--- src/rtl/bcd_seq_decoder.sv ---
// Sequential BCD-to-binary converter: MSD-first acc = acc*10 + digit, one digit per clock, valid/ready on both sides.
// Define SEG_INPUT_EN to take raw 7-segment patterns (seg_in) instead of packed BCD (bcd_in).
module bcd_seq_decoder #(
  parameter int DIGITS = 3,
  parameter int BIN_W  = 10
) (
  input  logic                  clk,
  input  logic                  rst_n,
  input  logic                  in_valid,
  output logic                  in_ready,
`ifdef SEG_INPUT_EN
  input  logic [7*DIGITS-1:0]   seg_in,
`else
  input  logic [4*DIGITS-1:0]   bcd_in,
`endif
  output logic                  out_valid,
  input  logic                  out_ready,
  output logic [BIN_W-1:0]      bin_out,
  output logic                  err,
  output logic                  ovf
);

  localparam int ACC_W = BIN_W + 4;
  localparam int WIDE_W = ACC_W + 4;
  localparam int CNT_W = (DIGITS > 1) ? $clog2(DIGITS) : 1;

  typedef enum logic [1:0] {S_IDLE, S_CONV, S_DONE} state_t;

  state_t                state_q, state_d;
  logic                  in_ready_q, in_ready_d;
  logic                  out_valid_q, out_valid_d;
  logic [BIN_W-1:0]      bin_q, bin_d;
  logic                  err_q, err_d;
  logic                  ovf_q, ovf_d;
  logic [4*DIGITS-1:0]   dig_q, dig_d;
  logic [CNT_W-1:0]      cnt_q, cnt_d;
  logic [ACC_W-1:0]      acc_q, acc_d;
  logic                  err_acc_q, err_acc_d;
  logic                  ovf_acc_q, ovf_acc_d;

  logic [4*DIGITS-1:0]   cap_dig;
  logic                  cap_err;
  logic [3:0]            cur_dig;
  logic [WIDE_W-1:0]     wide;
  logic [ACC_W-1:0]      acc_next;
  logic                  err_next;
  logic                  ovf_next;

  // acc*10 + d, wide enough that it never wraps for any acc and raw digit 0..15
  function automatic logic [WIDE_W-1:0] mul10_add(input logic [ACC_W-1:0] a, input logic [3:0] d);
    logic [WIDE_W-1:0] ax;
    ax = {4'b0000, a};
    return (ax << 3) + (ax << 1) + {{ACC_W{1'b0}}, d};
  endfunction

  function automatic logic [ACC_W-1:0] sat_acc(input logic [WIDE_W-1:0] w);
    return (|w[WIDE_W-1:ACC_W]) ? {ACC_W{1'b1}} : w[ACC_W-1:0];
  endfunction

`ifdef SEG_INPUT_EN
  // Returns {illegal, digit}; illegal patterns decode to digit 0
  function automatic logic [4:0] seg_dec(input logic [6:0] s);
    case (s)
      7'b1111110: return 5'h00;
      7'b0110000: return 5'h01;
      7'b1101101: return 5'h02;
      7'b1111001: return 5'h03;
      7'b0110011: return 5'h04;
      7'b1011011: return 5'h05;
      7'b1011111: return 5'h06;
      7'b1110000: return 5'h07;
      7'b1111111: return 5'h08;
      7'b1111011: return 5'h09;
      default:    return 5'h10;
    endcase
  endfunction

  logic [4:0] dec;

  always_comb begin
    cap_dig = '0;
    cap_err = 1'b0;
    dec     = '0;
    for (int i = 0; i < DIGITS; i++) begin
      dec                = seg_dec(seg_in[7*i +: 7]);
      cap_dig[4*i +: 4]  = dec[3:0];
      cap_err            = cap_err | dec[4];
    end
  end
`else
  always_comb begin
    cap_dig = bcd_in;
    cap_err = 1'b0;
  end
`endif

  always_comb begin
    cur_dig  = dig_q[4*DIGITS-1 -: 4];
    wide     = mul10_add(acc_q, cur_dig);
    acc_next = sat_acc(wide);
    err_next = err_acc_q | (cur_dig > 4'd9);
    ovf_next = ovf_acc_q | (|wide[WIDE_W-1:BIN_W]);
  end

  always_comb begin
    state_d     = state_q;
    out_valid_d = out_valid_q;
    bin_d       = bin_q;
    err_d       = err_q;
    ovf_d       = ovf_q;
    dig_d       = dig_q;
    cnt_d       = cnt_q;
    acc_d       = acc_q;
    err_acc_d   = err_acc_q;
    ovf_acc_d   = ovf_acc_q;
    case (state_q)
      S_IDLE: begin
        if (in_valid && in_ready_q) begin
          dig_d     = cap_dig;
          acc_d     = '0;
          cnt_d     = CNT_W'(DIGITS - 1);
          err_acc_d = cap_err;
          ovf_acc_d = 1'b0;
          state_d   = S_CONV;
        end
      end
      S_CONV: begin
        acc_d     = acc_next;
        err_acc_d = err_next;
        ovf_acc_d = ovf_next;
        dig_d     = dig_q << 4;
        if (cnt_q == '0) begin
          state_d     = S_DONE;
          out_valid_d = 1'b1;
          bin_d       = ovf_next ? {BIN_W{1'b1}} : acc_next[BIN_W-1:0];
          err_d       = err_next;
          ovf_d       = ovf_next;
        end else begin
          cnt_d = cnt_q - CNT_W'(1);
        end
      end
      S_DONE: begin
        if (out_ready) begin
          out_valid_d = 1'b0;
          state_d     = S_IDLE;
        end
      end
      default: state_d = S_IDLE;
    endcase
    // Registered ready tracks the state we are about to enter
    in_ready_d = (state_d == S_IDLE);
  end

  always_ff @(posedge clk or negedge rst_n) begin
    if (!rst_n) begin
      state_q     <= S_IDLE;
      in_ready_q  <= 1'b0;
      out_valid_q <= 1'b0;
      bin_q       <= '0;
      err_q       <= 1'b0;
      ovf_q       <= 1'b0;
      dig_q       <= '0;
      cnt_q       <= '0;
      acc_q       <= '0;
      err_acc_q   <= 1'b0;
      ovf_acc_q   <= 1'b0;
    end else begin
      state_q     <= state_d;
      in_ready_q  <= in_ready_d;
      out_valid_q <= out_valid_d;
      bin_q       <= bin_d;
      err_q       <= err_d;
      ovf_q       <= ovf_d;
      dig_q       <= dig_d;
      cnt_q       <= cnt_d;
      acc_q       <= acc_d;
      err_acc_q   <= err_acc_d;
      ovf_acc_q   <= ovf_acc_d;
    end
  end

  assign in_ready  = in_ready_q;
  assign out_valid = out_valid_q;
  assign bin_out   = bin_q;
  assign err       = err_q;
  assign ovf       = ovf_q;

endmodule

--- config.mk ---
export PLATFORM = sky130hd
export DESIGN_NAME = bcd_seq_decoder
export DESIGN_NICKNAME = d
export VERILOG_FILES = /design/src/rtl/bcd_seq_decoder.sv
export SDC_FILE = /design/constraint.sdc
export NUM_CORES = 1
export LEC_CHECK = 0
export ABC_AREA = 1
export BUFFER_PORTS_ARGS = -buffer_cell sky130_fd_sc_hd__buf_4
export CAP_MARGIN = 0
export CORE_UTILIZATION = 60
export CTS_CLUSTER_DIAMETER = 60
export DETAILED_ROUTE_END_ITERATION = 16
export PLACE_DENSITY = 0.81
export SYNTH_ARGS = -nofsm -noshare
export SYNTH_HDL_FRONTEND = slang
export SYNTH_SLANG_ARGS = --single-unit
--- constraint.sdc ---
create_clock -name clk -period 5.8 [get_ports clk]
set_input_delay 1.16 -clock clk [delete_from_list [all_inputs] [get_ports clk]]
set_output_delay 1.16 -clock clk [all_outputs]
set_load 0.01 [all_outputs]
==> results.md <==
* Outcome: finished clean
* Synth cell count leaders: 163 x sky130_fd_sc_hd__nand2_1, 74 x sky130_fd_sc_hd__inv_1, 46 x sky130_fd_sc_hd__dfrtp_1, 28 x sky130_fd_sc_hd__ha_1, 18 x sky130_fd_sc_hd__nand3_1
* CTS tree: yes
* Worst setup SP type: flip-flop
* Area share of the largest cell type after synthesis at 37.1%
* Clock slew at reported path FFs at 0.09 ns
* Type of the worst min-delay path: reg2reg
* EDFF count, synth at 0
* Count of mapped cells out of synthesis at 428
* Number of maximum-capacitance violations at 0
* Hold path startpoint: out_valid$_DFFE_PN0P_
* Cell accounting for the most synthesized area: sky130_fd_sc_hd__dfrtp_1
* Worst path required time at 5.98 ns
* Core outline area at between 0.004 and 0.005 sq mm
* Share of cells above drive strength 1 at 12.0%
* ANT cells at 0
* Number of resized instances in the post-cts repair step at 0
* Standard cell with the maximum stage delay on the critical path: sky130_fd_sc_hd__fa_1
* Fin cells at 525
* Width of the die at 73.9 microns
* Kind of cell adding the most delay to the critical path: simple AND/OR/NAND/NOR gates
* Share of the cycle needed by the critical path after routing at 52.9%
* Maximum clock rate at 0.326 GHz
* Hold-fix buffers, CTS at 0
* Maximum number of pins on one net before global-route repair at 47
* Setup Viol. Count Final at 0
* Initial drt markers at 227
* Site Rows at 25
* Post-detailed-route count of antenna-violating nets at 0
* Net count after synthesis at roughly 470
* Bufs on Longest Clock Path at 2
* Number of instances in the placed design at 517
* DRC errors left at 0
* Overall via count from detail_route at 2717
* Biggest cell delay along the critical path at 0.54 ns
* Root buffer cell: sky130_fd_sc_hd__clkbuf_8
* Detailed Route WL at 6570 microns
* Hold worst-path end: out_valid$_DFFE_PN0P_
* Ys Warns at 0
* Sort of element at the end of the critical path: flip-flop
* Overall die area at 0.00546 sq mm
* Boundary Pins at 30
* Most used DFF post-synth: sky130_fd_sc_hd__dfrtp_1
* Residual overflow from global routing at 0
* CP Cell Sequence: inv_1, fa_1, inv_1, fa_1, nand3_1, nand3_2, nand2_1, nand2_2, nand2_1, nand2_1, nand2_1, nand3_2, nor2_4, nand2_2, nand2_2, nand2_1
* Fin nets at 503
* Starting density of the core at 63.9%
* Headroom to the max-slew limit at 62.2%
* Total count of max-transition violations in the final report at 0
* Critical path buffers and inverters at 2
* Number of detailed-routing iterations run before antenna repair at 5
* Detail Placement HPWL at 5150 microns
* Accumulated negative setup slack at 0 ns
* Via density per instance at 5.18
* Fill cell instance count of the final layout at 421
* Transition time of the tightest slew-check pin at 0.567 ns
* Count of state elements after synthesis at 46
* Leading cell types by total area after synthesis: sky130_fd_sc_hd__dfrtp_1 37%, sky130_fd_sc_hd__nand2_1 20%, sky130_fd_sc_hd__ha_1 11%, sky130_fd_sc_hd__inv_1 9.0%, sky130_fd_sc_hd__nand3_1 2.9%
* Total count of hold-check failures in the final report at 0
* Synthesized area at between 0.003 and 0.004 sq mm
* Post-CTS setup buffers at 0
* Insertion delay of the later-clocked pin in the worst-skew pair at 0.30 ns
* Avg Cell Area, Syn at 7.24 sq um
* Sequential area share after synthesis at 37.1%
* Setup clock skew after layout at 0.0113 ns
* Wire length of the first global-routing pass at approximately 11000 microns
* Fraction of registers with async set/reset at 100%
* Vertical die dimension at around 74 microns
* Reg-to-reg endpoint: ovf$_DFFE_PN0P_
* Weighted congestion reported at the end of routability-driven placement at 0.930
* Maximum fanout count along the critical path at 15
* Cell depth of the worst hold path at 2
* Register Area at 0.00115 sq mm
* Crit path arrival time at 3.25 ns
* Fin crit period at 3.07 ns
* Multi-input gate area in the final layout at 0.00161 sq mm
* Synth-to-Final Area Change at 11.3%
* Total CTS buffers at 5
* Most numerous cell in the Yosys netlist: sky130_fd_sc_hd__nand2_1
* H-Tree Level Count at 2
* Flop2flop setup slack at between 2 and 3 ns
* Setup repair after global routing missed its margin: no
* Total track usage at 27.3%
* Cells on worst reg2reg path at 16
* Number of clock sinks seen by CTS at 46
* Synth cell types at 25
* Critical Path Most Common Cell: sky130_fd_sc_hd__nand2_1
* Vias in the first global route at 2499
* Buffers added on ports at 29
* Category of the critical setup timing path: reg2reg
* Critical register-to-register path startpoint: dig_q[11]$_DFFE_PN0P_
* Initial antenna violation count at 0
* Avg WL per Cell at 12.5 microns
-- through the flow --
stage / cell area, sq um / setup slack [ns] / hold WS (ns) / util (%)
2_1_floorplan: 3100 / 3.19 / 0.450 / -
5_1_grt: 3450 / 2.49 / 0.513 / 71.2
4_1_cts: 3450 / 2.73 / 0.498 / 71.2
3_3_place_gp: 3360 / 2.88 / 0.466 / 69.4
6_report: 3450 / 2.73 / 0.500 / 71.2
3_5_place_dp: 3360 / 2.75 / 0.473 / 69.4
-- layout by cell type, fill, tap and decap left out, types with 2 or more instances in the layout --
| cell | count |
|---|---|
| sky130_fd_sc_hd__nand2_1 | 163 |
| sky130_fd_sc_hd__inv_1 | 74 |
| sky130_fd_sc_hd__dfrtp_1 | 46 |
| sky130_fd_sc_hd__buf_4 | 31 |
| sky130_fd_sc_hd__ha_1 | 28 |
| sky130_fd_sc_hd__nand3_1 | 18 |
| sky130_fd_sc_hd__nor2_1 | 17 |
| sky130_fd_sc_hd__o21ai_0 | 16 |
| sky130_fd_sc_hd__a21oi_1 | 10 |
| sky130_fd_sc_hd__nor3_1 | 8 |
| sky130_fd_sc_hd__a221oi_1 | 8 |
| sky130_fd_sc_hd__nand2_2 | 6 |
| sky130_fd_sc_hd__nand3_2 | 5 |
| sky130_fd_sc_hd__clkbuf_8 | 5 |
| sky130_fd_sc_hd__and2_1 | 3 |
| sky130_fd_sc_hd__nand4_1 | 3 |
| sky130_fd_sc_hd__xor2_1 | 3 |
| sky130_fd_sc_hd__xnor2_1 | 3 |
| sky130_fd_sc_hd__nor2_2 | 2 |
| sky130_fd_sc_hd__fa_1 | 2 |
| sky130_fd_sc_hd__clkinv_2 | 2 |
-- sequential cells by signal, summed over array words and instances (netlist names) --
| name | cells |
|---|---|
| out_valid | 1 |
| err | 1 |
| cnt_q | 2 |
| err_acc_q | 1 |
| ovf_acc_q | 1 |
| state_q | 2 |
| in_ready | 1 |
| acc_q | 14 |
| bin_out | 10 |
| dig_q | 12 |
| ovf | 1 |
-- metal layers --
layer	up-vias	global-route usage [%]	routed length, microns
met3	8	4.66	400
met4	0	7.05	73
li1	1392	-	-
met1	1236	39.8	3260
met5	-	0	0
met2	81	42.1	2830
-- final cells by class --
cell class	count	share of cell area [%]
tap	67	2.43
sequential	46	33.4
clock inverter	3	0.544
clock buffer	5	1.99
inverter	75	8.16
timing repair buffer	31	6.74
multi-input combinational	298	46.8
-- worst max-delay path by stage --
stage                          startpoint                endpoint  slack, ns  depth (start not counted)
floorplan           dig_q[11]$_DFFE_PN0P_  bin_out[0]$_DFFE_PN0P_       3.19                         17
finish              dig_q[11]$_DFFE_PN0P_         ovf$_DFFE_PN0P_       2.73                         16
CTS                 dig_q[11]$_DFFE_PN0P_         ovf$_DFFE_PN0P_       2.73                         16
detailed placement  dig_q[11]$_DFFE_PN0P_         ovf$_DFFE_PN0P_       2.75                         16
global placement    dig_q[11]$_DFFE_PN0P_  bin_out[9]$_DFFE_PN0P_       2.88                         16
global route        dig_q[11]$_DFFE_PN0P_         ovf$_DFFE_PN0P_       2.49                         16
-- cell families after synthesis --
| kind of cell | after synthesis | synth area share (%) |
|---|---|---|
| simple gates | 227 | 31.1 |
| buf+inv | 84 | 10.8 |
| flops | 46 | 37.1 |
| compound gates | 35 | 6.66 |
| fa+ha+maj | 30 | 12.6 |
| xor+xnor | 6 | 1.70 |
-- worst register-to-register path: cells and delay by family (launching register included) --
family | cells | cell delay (ns)
buffers and inverters | 2 | 0.15
and+or+nand+nor | 12 | 1.43
adders and majority gates | 2 | 1.00
DFF | 1 | 0.36
Power is not shown: default switching activity piles up to over one toggle a cycle in this logic, so the estimate is an artifact.
